[config.mk]
export PLATFORM = sky130hd
export DESIGN_NAME = mux_rr_arbiter
export DESIGN_NICKNAME = d
export VERILOG_FILES = /design/src/rtl/mux_rr_arbiter.sv
export SDC_FILE = /design/constraint.sdc
export NUM_CORES = 1
export LEC_CHECK = 0
export ABC_AREA = 1
export BUFFER_PORTS_ARGS = -buffer_cell sky130_fd_sc_hd__buf_2
export CORE_AREA = 2 2 54 56
export CTS_CLUSTER_DIAMETER = 80
export DETAILED_ROUTE_END_ITERATION = 10
export DIE_AREA = 0 0 56 58
export GPL_TIMING_DRIVEN = 0
export HOLD_SLACK_MARGIN = 0.05
export PLACE_DENSITY_LB_ADDON = 0.05
export SYNTH_ARGS = -nofsm -noshare
export SYNTH_HDL_FRONTEND = slang
export SYNTH_SLANG_ARGS = --single-unit
[constraint.sdc]
create_clock -name clk -period 1.7 [get_ports clk]
set_input_delay 0.085 -clock clk [delete_from_list [all_inputs] [get_ports clk]]
set_output_delay 0.085 -clock clk [all_outputs]
set_load 0.03 [all_outputs]
[src/rtl/mux_rr_arbiter.sv]
// Round-robin arbiter steering one of four requesters onto a shared DW-bit mux output.
// Optional macro ARB_HOLD_LIMIT_EN caps grant tenure at MAX_HOLD cycles under competition.
module mux_rr_arbiter #(
    parameter int DW       = 8,
    parameter int MAX_HOLD = 4
) (
    input  logic            clk,
    input  logic            rst,
    input  logic [3:0]      req,
    input  logic [4*DW-1:0] in_data,
    output logic [3:0]      gnt,
    output logic [1:0]      sel,
    output logic            gnt_valid,
    output logic [DW-1:0]   out_data
);

    typedef enum logic [0:0] {
        IDLE  = 1'b0,
        GRANT = 1'b1
    } state_t;

    state_t      state_r;
    logic [1:0]  ptr_r;
    logic [3:0]  gnt_r;
    logic [1:0]  sel_r;
    logic        gnt_valid_r;
    logic [1:0]  next_ptr_s;
    logic [2:0]  pick_ptr_s;
    logic [2:0]  pick_rel_s;
    logic [DW-1:0] out_data_s;

    // Returns {found, index} of the first set request scanning from p upward with wrap.
    function automatic logic [2:0] rr_pick(input logic [3:0] r, input logic [1:0] p);
        logic [1:0] idx;
        logic [2:0] res;
        res = 3'b000;
        for (int k = 3; k >= 0; k--) begin
            idx = p + k[1:0];
            if (r[idx]) begin
                res = {1'b1, idx};
            end else begin
                res = res;
            end
        end
        return res;
    endfunction

    assign next_ptr_s = sel_r + 2'd1;
    assign pick_ptr_s = rr_pick(req, ptr_r);
    assign pick_rel_s = rr_pick(req, next_ptr_s);

`ifdef ARB_HOLD_LIMIT_EN
    localparam logic [7:0] HOLD_LAST = 8'(MAX_HOLD - 1);
    logic [7:0] hold_cnt_r;
    logic       others_s;

    // Owner itself is excluded so only genuine competitors can trigger preemption.
    assign others_s = |(req & ~gnt_r);
`else
    logic unused_cfg_s;
    assign unused_cfg_s = ^8'(MAX_HOLD);
`endif

    // Arbitration FSM: grant, hold, hand-over on release and (optionally) preemption.
    always_ff @(posedge clk) begin
        if (rst) begin
            state_r     <= IDLE;
            ptr_r       <= 2'b00;
            gnt_r       <= 4'b0000;
            sel_r       <= 2'b00;
            gnt_valid_r <= 1'b0;
`ifdef ARB_HOLD_LIMIT_EN
            hold_cnt_r  <= 8'd0;
`endif
        end else begin
            case (state_r)
                IDLE: begin
                    if (pick_ptr_s[2]) begin
                        state_r     <= GRANT;
                        gnt_r       <= 4'b0001 << pick_ptr_s[1:0];
                        sel_r       <= pick_ptr_s[1:0];
                        gnt_valid_r <= 1'b1;
`ifdef ARB_HOLD_LIMIT_EN
                        hold_cnt_r  <= 8'd0;
`endif
                    end else begin
                        state_r <= IDLE;
                    end
                end
                GRANT: begin
                    if (req[sel_r]) begin
`ifdef ARB_HOLD_LIMIT_EN
                        if (hold_cnt_r == HOLD_LAST) begin
                            hold_cnt_r <= 8'd0;
                            if (others_s) begin
                                ptr_r <= next_ptr_s;
                                gnt_r <= 4'b0001 << pick_rel_s[1:0];
                                sel_r <= pick_rel_s[1:0];
                            end else begin
                                ptr_r <= ptr_r;
                            end
                        end else if (hold_cnt_r != 8'hFF) begin
                            hold_cnt_r <= hold_cnt_r + 8'd1;
                        end else begin
                            hold_cnt_r <= hold_cnt_r;
                        end
`else
                        state_r <= GRANT;
`endif
                    end else begin
                        // Release: the old owner drops to lowest priority for the next pick.
                        ptr_r <= next_ptr_s;
                        if (pick_rel_s[2]) begin
                            gnt_r       <= 4'b0001 << pick_rel_s[1:0];
                            sel_r       <= pick_rel_s[1:0];
`ifdef ARB_HOLD_LIMIT_EN
                            hold_cnt_r  <= 8'd0;
`endif
                        end else begin
                            state_r     <= IDLE;
                            gnt_r       <= 4'b0000;
                            gnt_valid_r <= 1'b0;
                        end
                    end
                end
                default: begin
                    state_r     <= IDLE;
                    gnt_r       <= 4'b0000;
                    gnt_valid_r <= 1'b0;
                end
            endcase
        end
    end

    // Shared mux output: the granted word, forced to zero while idle.
    always_comb begin
        out_data_s = {DW{1'b0}};
        if (gnt_valid_r) begin
            out_data_s = in_data[sel_r*DW +: DW];
        end else begin
            out_data_s = {DW{1'b0}};
        end
    end

    assign gnt       = gnt_r;
    assign sel       = sel_r;
    assign gnt_valid = gnt_valid_r;
    assign out_data  = out_data_s;

endmodule

==> results of run 1 <==
flip-flops by register name (all words and copies together) (netlist names):
register	flops
gnt	4
ptr_r	2
sel	2
gnt_valid	1
state_r	1
cell type report:
| cell class | count | area share, % |
|---|---|---|
| buffer | 6 | 3.14 |
| timing repair buffer | 53 | 17.4 |
| tap | 31 | 2.49 |
| multi-input combinational | 173 | 54.9 |
| sequential | 10 | 13.3 |
| inverter | 30 | 7.40 |
| clock buffer | 3 | 1.45 |
power groups by stage:
stage	clock network (mW)	registers (mW)	logic (mW)
floorplan	0	0.520	1.58
global placement	0	0.402	2.15
detailed placement	0	0.403	2.15
CTS	0.168	0.402	2.15
global route	0.174	0.427	2.42
finish	0.163	0.418	2.16
per-layer routing:
layer,up-vias,share of wire (%)
met5,-,0
met4,0,0.73
met3,5,4.8
met2,44,48
met1,595,47
li1,807,-
timing repair:
item,in CTS,in global routing
endpoints found under the hold margin,2,0
gates cloned,0,0
hold buffers,1,0
pin swaps,0,0
gates resized for setup,3,9
endpoints found under the setup margin,8,10
worst reg2reg max path, stage by stage, from the launching register on:
cell	delay [ns]
sky130_fd_sc_hd__dfxtp_2	0.35
sky130_fd_sc_hd__inv_1	0.07
sky130_fd_sc_hd__buf_2	0.23
sky130_fd_sc_hd__nand3_2	0.11
sky130_fd_sc_hd__nand2_1	0.06
sky130_fd_sc_hd__inv_1	0.04
sky130_fd_sc_hd__nand2_1	0.08
sky130_fd_sc_hd__nand2_1	0.07
sky130_fd_sc_hd__nand2_2	0.09
sky130_fd_sc_hd__nand2_2	0.07
sky130_fd_sc_hd__nand2_1	0.06
sky130_fd_sc_hd__nand2_1	0.05
sky130_fd_sc_hd__o21ai_1	0.12
sky130_fd_sc_hd__inv_1	0.05
cell usage in the layout (no fill, tap or decap), types with 4 or more instances in the layout:
master and n:
sky130_fd_sc_hd__a21oi_1 6, sky130_fd_sc_hd__a21oi_2 8, sky130_fd_sc_hd__buf_2 54, sky130_fd_sc_hd__clkbuf_4 4
sky130_fd_sc_hd__dfxtp_1 7, sky130_fd_sc_hd__inv_1 25, sky130_fd_sc_hd__nand2_1 47, sky130_fd_sc_hd__nand2_2 15
sky130_fd_sc_hd__nand3_1 14, sky130_fd_sc_hd__nand3_2 4, sky130_fd_sc_hd__nor2_1 40, sky130_fd_sc_hd__o21ai_0 20
sky130_fd_sc_hd__o21ai_1 7
cell usage after synthesis:
cell type	number
sky130_fd_sc_hd__a21oi_1	14
sky130_fd_sc_hd__and2_1	1
sky130_fd_sc_hd__buf_2	4
sky130_fd_sc_hd__buf_6	2
sky130_fd_sc_hd__clkbuf_1	1
sky130_fd_sc_hd__clkbuf_2	1
sky130_fd_sc_hd__clkinv_1	1
sky130_fd_sc_hd__dfxtp_1	10
sky130_fd_sc_hd__inv_1	25
sky130_fd_sc_hd__inv_2	4
sky130_fd_sc_hd__nand2_1	48
sky130_fd_sc_hd__nand2_2	14
sky130_fd_sc_hd__nand3_1	14
sky130_fd_sc_hd__nand3_2	4
sky130_fd_sc_hd__nand4_1	3
sky130_fd_sc_hd__nor2_1	41
sky130_fd_sc_hd__nor2_2	1
sky130_fd_sc_hd__o21ai_0	21
sky130_fd_sc_hd__o21ai_1	6
sky130_fd_sc_hd__o21ai_2	3
sky130_fd_sc_hd__o21bai_1	1
sky130_fd_sc_hd__xnor2_1	1
sky130_fd_sc_hd__xor2_1	1
stage by stage:
step                setup TNS, ns  cell area (um^2)  cells  util, %
finish                          0              1560    306     58.5
global route                    0              1560    306     58.5
CTS                             0              1540    306     57.8
detailed placement              0              1510    304     56.8
global placement         -0.00311              1510    304     56.8
floorplan                       0              1210    221        -
logic make-up after synthesis:
logic type | count (synthesis) | share of synthesized area, %
AO/OA/AOI/OAI | 45 | 20.2
flip-flops | 10 | 16.9
buffers and inverters | 38 | 13.8
AND/OR/NAND/NOR | 126 | 47.6
XOR/XNOR | 2 | 1.48
final timing paths:
kind / start / endpoint
max reg2reg: sel[1]$_SDFFE_PP0P_ / sel[0]$_SDFFE_PP0P_
max: sel[0]$_SDFFE_PP0P_ / out_data[1]
min: req[1] / state_r$_SDFF_PP0_
min reg2reg: gnt_valid$_SDFFE_PP0P_ / gnt_valid$_SDFFE_PP0P_
==> impl_metrics.toml, run 1 <==
[grt]
grt_pass1_vias = 1301
gr-usage-met1_pct = 25.8
grt_pass1_wl_um = 5330
met2_usage_pct = 36.6
grt_overflow = 0
global_route.peak_usage_layer = "met2"
grt_usage_pct = 20.1
global_route.usage.met3_pct = 2.01
antenna_found_initial = 0
grt_start_max_net_pins = 20

[timing]
layout_worst_path_cycle_share_pct = 90.9
least_margin_pin_slew_ns = 0.394
final.hold.worst_slack_ns = 0.361
achievable-frequency_mhz = 647
setup_repair_after_global_routing_missed_its_margin = "false"
fin_crit_ns = 1.55
layout_skew_ns = 0.00104
relSlewSlack_pct = 73.7
report.final.slew_viol_count = 0
setup_viol = 0
setup_ws_ns = 0.154
finalHoldViolations = 0

[floorplanning]
num_io_pins = 53
fp.dieArea_um2 = 3250
core_rows = 19
die_w_um = 56
initial_utilization_pct = 44.5
dieHeight_um = 58
coreArea_um2 = 2660

[final_layout]
final-seq-area_um2 = 206
antenna_cells_inserted = 0
finalNetCount = 315
fillCellCount = 311
layout_cells_sized_above_1_pct = 36.4
multi_input_comb_area_um2 = 855
area_growth_pct = 31.5

[synth]
ys_ff_latch = 10
yosys_warnings = 0
synth.cell_area_um2 = 1180
synth_fp_nets = 259
post_synth_num_cell_types = 23
synth.area.top_cells = "sky130_fd_sc_hd__dfxtp_1 (17%), sky130_fd_sc_hd__nand2_1 (15%), sky130_fd_sc_hd__nor2_1 (13%), sky130_fd_sc_hd__o21ai_0 (8.9%), sky130_fd_sc_hd__inv_1 (7.9%)"
yosys.area.top_type = "sky130_fd_sc_hd__dfxtp_1"
yosysTopAreaCellShare_pct = 16.9
syn_area_per_cell_um2 = 5.36
synth_cells = 221
yosysSeqAreaShare_pct = 16.9

[setup_path]
critical_path_arrival_ns = 1.46
required_time_of_the_worst_setup_path_ns = 1.62
path_delay_family = "buffers and inverters"
timing.critical_path.cells = "inv_4 -> clkbuf_4 -> o21ai_0 -> a21oi_2 -> buf_2"
setup.reg_to_reg.worst_slack_ns = 0.17
critPathSlowestCell = "sky130_fd_sc_hd__dfxtp_4"
crit_path_depth = 5
setup.worst_path.start_class = "flop"
max_stage_delay_ns = 0.38
cp.buffers_inverters = 3
setup.worst_path.end_class = "primary output"
timing.reg2reg.worst_path_depth = 13
critPathMaxFanout = 16
critPathKind = "flop to primary output"

[min_path]
hold_crit_class = "input pin to flop"
min_path_cells = 7

[routing]
remaining_routing_drc_violations = 0
post_drt_wl_per_cell_um = 10.3
drt_pass1_iterations = 4
dr_total_vias = 1451
wirelength_um = 3160
ant_nets = 0
vias_per_cell = 4.74
drt_first_iter_violations = 62

[clock_tree]
numCtsBuffers = 3
cts_setup_buffers = 0
cts_tree = "built"
cts_buffer_depth = 2
tritoncts_num_sinks = 10
cts.reportedPaths.clkPinSlew_ns = 0.06
clk_latency_ns = 0.27
cts_max_level = 1
clockRootBuffer = "sky130_fd_sc_hd__clkbuf_4"

[power_and_ir_drop]
p_int_mw = 1.14
seqPwrFrac_pct = 15.2
netSwitchingFraction_pct = 58.3
power.combinational.fraction_pct = 78.8
switchingPower_mw = 1.60
p_per_area_nw_per_um2 = 1760
clock_power_share_pct = 5.9
peakVddDrop_uv = 1220
total_leakage_power_nw = 0.891
report.power.total_mw = 2.74

[placement]
pre_cts_setup_slack_ns = 0.00372
gp_congestion = 0.807
place.port_buffers = 52
dpl.hpwl_um = 2540

[job]
max_cap_viol_count = 0

[status]
status = "finished, final reports clean"
Note: power is estimated with default switching activity, not from simulation.
==> run 2: changes to the inputs <==
--- a/config.mk
+++ b/config.mk
@@ -5,12 +5,12 @@
 export SDC_FILE = /design/constraint.sdc
 export NUM_CORES = 1
 export LEC_CHECK = 0
-export ABC_AREA = 1
 export BUFFER_PORTS_ARGS = -buffer_cell sky130_fd_sc_hd__buf_2
-export CORE_AREA = 2 2 54 56
+export CORE_AREA = 2 2 49 51
 export CTS_CLUSTER_DIAMETER = 80
 export DETAILED_ROUTE_END_ITERATION = 10
-export DIE_AREA = 0 0 56 58
+export DIE_AREA = 0 0 51 53
+export GPL_ROUTABILITY_DRIVEN = 0
 export GPL_TIMING_DRIVEN = 0
 export HOLD_SLACK_MARGIN = 0.05
 export PLACE_DENSITY_LB_ADDON = 0.05
==> constraint.sdc (replaced) <==
create_clock -name clk -period 1.7 [get_ports clk]
set_input_delay 0.085 -clock clk [delete_from_list [all_inputs] [get_ports clk]]
set_output_delay 0.085 -clock clk [all_outputs]
set_load 0.005 [all_outputs]
==> impl_metrics.toml, run 2 <==
[setup_path]
path_delay_family = "multiplexers"
setup.reg_to_reg.worst_slack_ns = 0.07
required_time_of_the_worst_setup_path_ns = 1.62
critPathMaxFanout = 5
setup.worst_path.end_class = "primary output"
max_stage_delay_ns = 0.47
timing.reg2reg.worst_path_depth = 5
terminus_of_the_critical_flop_to_flop_path = "ptr_r[1]$_SDFFE_PP0P_"
timing.critical_path.cells = "clkbuf_16 -> mux4_2 -> and2_1 -> buf_2"
critical_path_arrival_ns = 1.58
cp.buffers_inverters = 2
critPathLaunch = "sel[0]$_SDFFE_PP0P_"
setup.worst_path.start_class = "flop"
critPathSlowestCell = "sky130_fd_sc_hd__mux4_2"
timing.rr.start = "sel[1]$_SDFFE_PP0P_"
critPathKind = "flop to primary output"

[timing]
setup_viol = 0
finalHoldViolations = 0
final.hold.worst_slack_ns = 0.199
achievable-frequency_mhz = 599
layout_worst_path_cycle_share_pct = 98.2
least_margin_pin_slew_ns = 0.820
setup_repair_after_global_routing_missed_its_margin = "true"
report.final.slew_viol_count = 0
finalSetupTns_ns = 0
layout_skew_ns = 0.0103
fin_crit_ns = 1.67
relSlewSlack_pct = 44.9

[synth]
yosys_warnings = 0
yosysSeqAreaShare_pct = 22.3
synth_top_cells_by_count = "sky130_fd_sc_hd__dfxtp_1 (10), sky130_fd_sc_hd__and2_1 (9), sky130_fd_sc_hd__mux4_2 (9), sky130_fd_sc_hd__nor2_1 (9), sky130_fd_sc_hd__nand2b_1 (7)"
postSynth.asyncResetShare_pct = 0
synthFlopType = "sky130_fd_sc_hd__dfxtp_1"
synth_edf_count = 0
yosys.area.top_type = "sky130_fd_sc_hd__mux4_2"
yosys.area_share.xor_xnor_pct = 0.975
synth_fa_ha_area_share_pct = 0
post_synth_num_cell_types = 33
syn_area_per_cell_um2 = 8.98
synth_compound_area_share_pct = 24.8
synth.area.top_cells = "sky130_fd_sc_hd__mux4_2 (23%), sky130_fd_sc_hd__dfxtp_1 (22%), sky130_fd_sc_hd__and2_1 (6.3%), sky130_fd_sc_hd__nand2b_1 (4.9%), sky130_fd_sc_hd__nor2_1 (3.8%)"
yosysTopAreaCellShare_pct = 22.6
yosysMostFrequentCell = "sky130_fd_sc_hd__dfxtp_1"
synth_fp_nets = 138
synth.cell_area_um2 = 898
synth_cells = 100
synthMuxAreaShare_pct = 24.8
largest_family_of_logic_cells_by_synthesized_area = "compound AO/OA/AOI/OAI gates"
ys_ff_latch = 10
synth_simple_gate_area_share_pct = 21.2

[routing]
ant_nets = 0
post_drt_wl_per_cell_um = 13.9
remaining_routing_drc_violations = 0
wirelength_um = 2550
drt_pass1_iterations = 5
dr_total_vias = 987
drt_first_iter_violations = 15
vias_per_cell = 5.36

[final_layout]
commonest_non_fill_non_tap_cell_in_the_layout = "sky130_fd_sc_hd__buf_2"
layout_cells_sized_above_1_pct = 51.9
largest_register_ff_count = 4
fillCellCount = 204
finalNetCount = 196
area_growth_pct = 45.3
antenna_cells_inserted = 0
layout.cells.most_common_list = "sky130_fd_sc_hd__buf_2 (52), sky130_fd_sc_hd__mux4_2 (9), sky130_fd_sc_hd__nor2_1 (9)"

[power_and_ir_drop]
peakVddDrop_uv = 469
total_leakage_power_nw = 0.586
p_per_area_nw_per_um2 = 702

[job]
max_cap_viol_count = 0

[clock_tree]
cts_buffer_depth = 2
clockRootBuffer = "sky130_fd_sc_hd__clkbuf_4"
tritoncts_num_sinks = 10
cts.reportedPaths.clkPinSlew_ns = 0.07
clk_latency_ns = 0.28
cts_tree = "built"
cts_max_level = 1
numCtsBuffers = 3

[floorplanning]
core_rows = 17
num_io_pins = 53
coreArea_um2 = 2150
fp.dieArea_um2 = 2700
initial_utilization_pct = 41.8
die_w_um = 51
dieHeight_um = 53

[placement]
dpl.hpwl_um = 1910
place.port_buffers = 49

[grt]
grt_start_max_net_pins = 11
grt_pass1_vias = 945
grt_pass1_wl_um = 4080
grt_usage_pct = 20.1
antenna_found_initial = 0
grt_overflow = 0

[min_path]
whs_endpoint = "state_r$_SDFF_PP0_"
min_path_cells = 3
min_from = "req[2]"
hold_crit_class = "input pin to flop"

[status]
status = "finished, final reports clean"
==> run 2: cell count changes after synthesis, sizes merged, moves of 7 or more <==
cell	delta
nand2	-57
nor2	-33
inv	-25
o21ai	-23
nand3	-18
mux4	+9
and2	+8
a21oi	-7
nand2b	+7
==> run 2: logic make-up (layout without fill, tap and decap cells) <==
logic type             Yosys count  after routing
multiplexers                    11             11
XOR/XNOR                         1              1
AO/OA/AOI/OAI                   32             32
flip-flops                      10             10
buffers and inverters           11             67
AND/OR/NAND/NOR                 35             35
==> run 2: tightest hold or removal path: stages <==
cell                     delay, ns
sky130_fd_sc_hd__buf_2        0.16
sky130_fd_sc_hd__nor4_2       0.11
sky130_fd_sc_hd__nor2_1       0.09
==> run 2: how the worst max path moves through the flow <==
| stage | end | slack (ns) | cells after the start |
|---|---|---|---|
| global route | ptr_r[1]$_SDFFE_PP0P_ | -0.004 | 5 |
| CTS | gnt[1]$_SDFFE_PP0P_ | 0.003 | 6 |
| finish | out_data[4] | 0.03 | 4 |
| detailed placement | out_data[5] | -0.19 | 5 |
| global placement | out_data[6] | -0.16 | 5 |
| floorplan | out_data[0] | 0.09 | 4 |
==> run 2: report_power, final <==
group	internal (mW)	total, mW	switching [mW]
logic	0.258	0.448	0.190
clock network	0.0821	0.172	0.0903
registers	0.266	0.296	0.0305
==> run 2: what timing repair did <==
item	CTS	global route
gates resized for setup	8	10
hold buffers	1	0
buffers inserted	2	1
endpoints found under the hold margin	4	0
gates cloned	0	1
endpoints found under the setup margin	9	12
pin swaps	0	2
==> run 2: area by class of cell <==
type / count / area, um^2 / area share (%)
Clock buffer: 3 / 22.5 / 1.73
Sequential cell: 10 / 205 / 15.7
Timing Repair Buffer: 54 / 303 / 23.2
Buffer: 6 / 53.8 / 4.12
Inverter: 4 / 15.0 / 1.15
Tap cell: 28 / 35.0 / 2.68
Multi-Input combinational cell: 79 / 671 / 51.4
==> run 2: per-stage QoR <==
| stage | cell area (um^2) | worst slack, ns | power (mW) | utilization [%] | std cells |
|---|---|---|---|---|---|
| floorplan | 898 | 0.0941 | 0.554 | - | 100 |
| global placement | 1180 | -0.158 | 0.668 | 54.9 | 177 |
| detailed placement | 1180 | -0.193 | 0.680 | 54.9 | 177 |
| CTS | 1240 | 0.00344 | 0.873 | 57.9 | 182 |
| global route | 1310 | -0.00355 | 0.966 | 60.7 | 184 |
| finish | 1310 | 0.0300 | 0.916 | 60.7 | 184 |
==> run 2: per-layer routing <==
| layer | vias up | global-route usage (%) | wire length [um] |
|---|---|---|---|
| met5 | - | 0 | 0 |
| met4 | 0 | 6.31 | 20 |
| met3 | 2 | 4.52 | 113 |
| met2 | 34 | 35.5 | 1240 |
| met1 | 465 | 24.1 | 1180 |
| li1 | 486 | - | - |
==> run 3: changes to the inputs <==
--- a/config.mk
+++ b/config.mk
@@ -13,7 +13,7 @@
 export GPL_ROUTABILITY_DRIVEN = 0
 export GPL_TIMING_DRIVEN = 0
 export HOLD_SLACK_MARGIN = 0.05
-export PLACE_DENSITY_LB_ADDON = 0.05
+export PLACE_DENSITY = 0.77
 export SYNTH_ARGS = -nofsm -noshare
 export SYNTH_HDL_FRONTEND = slang
 export SYNTH_SLANG_ARGS = --single-unit
==> constraint.sdc (replaced) <==
create_clock -name clk -period 1.65 [get_ports clk]
set_input_delay 0.0825 -clock clk [delete_from_list [all_inputs] [get_ports clk]]
set_output_delay 0.0825 -clock clk [all_outputs]
set_load 0.005 [all_outputs]
==> impl_metrics.toml, run 3 (same netlist as run 2, synthesis figures left out) <==
[grt]
grt_usage_pct = 20.2
antenna_found_initial = 0
grt_pass1_wl_um = 4120
grt_overflow = 0
grt_pass1_vias = 940
grt_start_max_net_pins = 11

[final_layout]
largest_register_ff_count = 4
antenna_cells_inserted = 0
area_growth_pct = 49.4
finalNetCount = 197
layout.cells.most_common_list = "sky130_fd_sc_hd__buf_2 (47), sky130_fd_sc_hd__mux4_2 (9), sky130_fd_sc_hd__nor2_1 (8), sky130_fd_sc_hd__dfxtp_1 (8)"
multi_input_comb_area_um2 = 666
fillCellCount = 177
final_core_utilization_pct = 62.5
layout_cells_sized_above_1_pct = 54.8
commonest_non_fill_non_tap_cell_in_the_layout = "sky130_fd_sc_hd__buf_2"
final-seq-area_um2 = 205

[clock_tree]
clk_latency_ns = 0.26
numCtsBuffers = 3
cts.reportedPaths.clkPinSlew_ns = 0.07
cts_max_level = 1
cts_buffer_depth = 2
cts_tree = "built"
tritoncts_num_sinks = 10
clockRootBuffer = "sky130_fd_sc_hd__clkbuf_4"

[floorplanning]
dieHeight_um = 53
coreArea_um2 = 2150
fp.dieArea_um2 = 2700
num_io_pins = 53
core_rows = 17
die_w_um = 51
initial_utilization_pct = 41.8

[routing]
vias_per_cell = 5.61
ant_nets = 0
drt_pass1_iterations = 4
remaining_routing_drc_violations = 0
top_signal_layer_used = "met4"
met2_length_um = 1350
post_drt_wl_per_cell_um = 14.6
drt_first_iter_violations = 37
route.layer.met1.wl_um = 1050
dr_total_vias = 1037
met3_wirelength_um = 245
wirelength_um = 2710

[placement]
place.port_buffers = 49
dpl.hpwl_um = 2050

[timing]
setup_viol = 1
achievable-frequency_mhz = 605
relSlewSlack_pct = 50.5
finalSetupTns_ns = -0.00301
setup_repair_after_global_routing_missed_its_margin = "true"
final.hold.worst_slack_ns = 0.222
report.final.slew_viol_count = 0
finalHoldViolations = 0
layout_skew_ns = 0.00755
fin_crit_ns = 1.65
layout_worst_path_cycle_share_pct = 100
setup_ws_ns = -0.00301
least_margin_pin_slew_ns = 0.736

[power_and_ir_drop]
total_leakage_power_nw = 0.600
p_per_area_nw_per_um2 = 716
peakVddDrop_uv = 457

[setup_path]
cp.buffers_inverters = 2
critical_path_arrival_ns = 1.57
setup.worst_path.start_class = "flop"
critPathMaxFanout = 5
required_time_of_the_worst_setup_path_ns = 1.57
critPathSlowestCell = "sky130_fd_sc_hd__mux4_2"
path_delay_family = "multiplexers"
setup.worst_path.end_class = "primary output"
timing.rr.start = "sel[1]$_SDFFE_PP0P_"
timing.critical_path.cells = "clkbuf_16 -> mux4_2 -> and2_1 -> buf_2"
critPathKind = "flop to primary output"
critPathLaunch = "sel[0]$_SDFFE_PP0P_"
max_stage_delay_ns = 0.48

[min_path]
hold_crit_class = "input pin to flop"
min_from = "req[2]"

[status]
status = "complete, but fails checks"
violations = "setup timing"

[job]
max_cap_viol_count = 0
[run 3: worst reg2reg max path: cells and delay by family (launching register included)]
kind,cells,cell delay (ns)
muxes,1,0.56
AOI/OAI and AO/OA,3,0.48
DFF,1,0.33
buffers and inverters,1,0.11
and+or+nand+nor,1,0.09
[run 3: what timing repair did]
item                                    4_1_cts  5_1_grt
buffers inserted                              1        4
hold endpoints to repair                      4        0
resized for setup                            13       16
cloned                                        0        1
endpoints found under the setup margin       11       15
pin swaps                                     0        1
hold buffers                                  1        0
[run 3: per-layer routing]
metal | vias to the layer above | GRT usage [%]
met3 | 7 | 3.39
met1 | 477 | 23.5
met5 | - | 0
met4 | 0 | 8.56
met2 | 60 | 36.6
li1 | 493 | -
[run 3: through the flow]
stage / area (um^2) / power, mW / instances / setup slack, ns
floorplan: 898 / 0.571 / 100 / 0.0466
global placement: 1180 / 0.686 / 177 / -0.226
detailed placement: 1180 / 0.703 / 177 / -0.265
CTS: 1250 / 0.898 / 181 / 0.00250
global route: 1340 / 1.02 / 185 / -0.0982
finish: 1340 / 0.961 / 185 / -0.00301
[run 3: where the power goes]
| part | internal (mW) | total (mW) | switching (mW) |
|---|---|---|---|
| clock network | 0.0840 | 0.164 | 0.0800 |
| registers | 0.274 | 0.307 | 0.0326 |
| logic | 0.289 | 0.490 | 0.201 |
[run 3: final timing paths]
check | slack, ns | endpoint | cells past startpoint
setup reg to reg | 0.01 | gnt[3]$_SDFFE_PP0P_ | 6
hold reg to reg | 0.52 | gnt[2]$_SDFFE_PP0P_ | 2
hold / removal | 0.22 | state_r$_SDFF_PP0_ | 3
setup / recovery | -0.003 | out_data[5] | 4
[run 3: area by class of cell]
cell class / count / share of cell area (%)
clock buffer: 3 / 1.68
buffer: 5 / 3.45
multi-input combinational: 79 / 49.6
tap: 28 / 2.61
timing repair buffer: 56 / 26.3
sequential: 10 / 15.3
inverter: 4 / 1.12
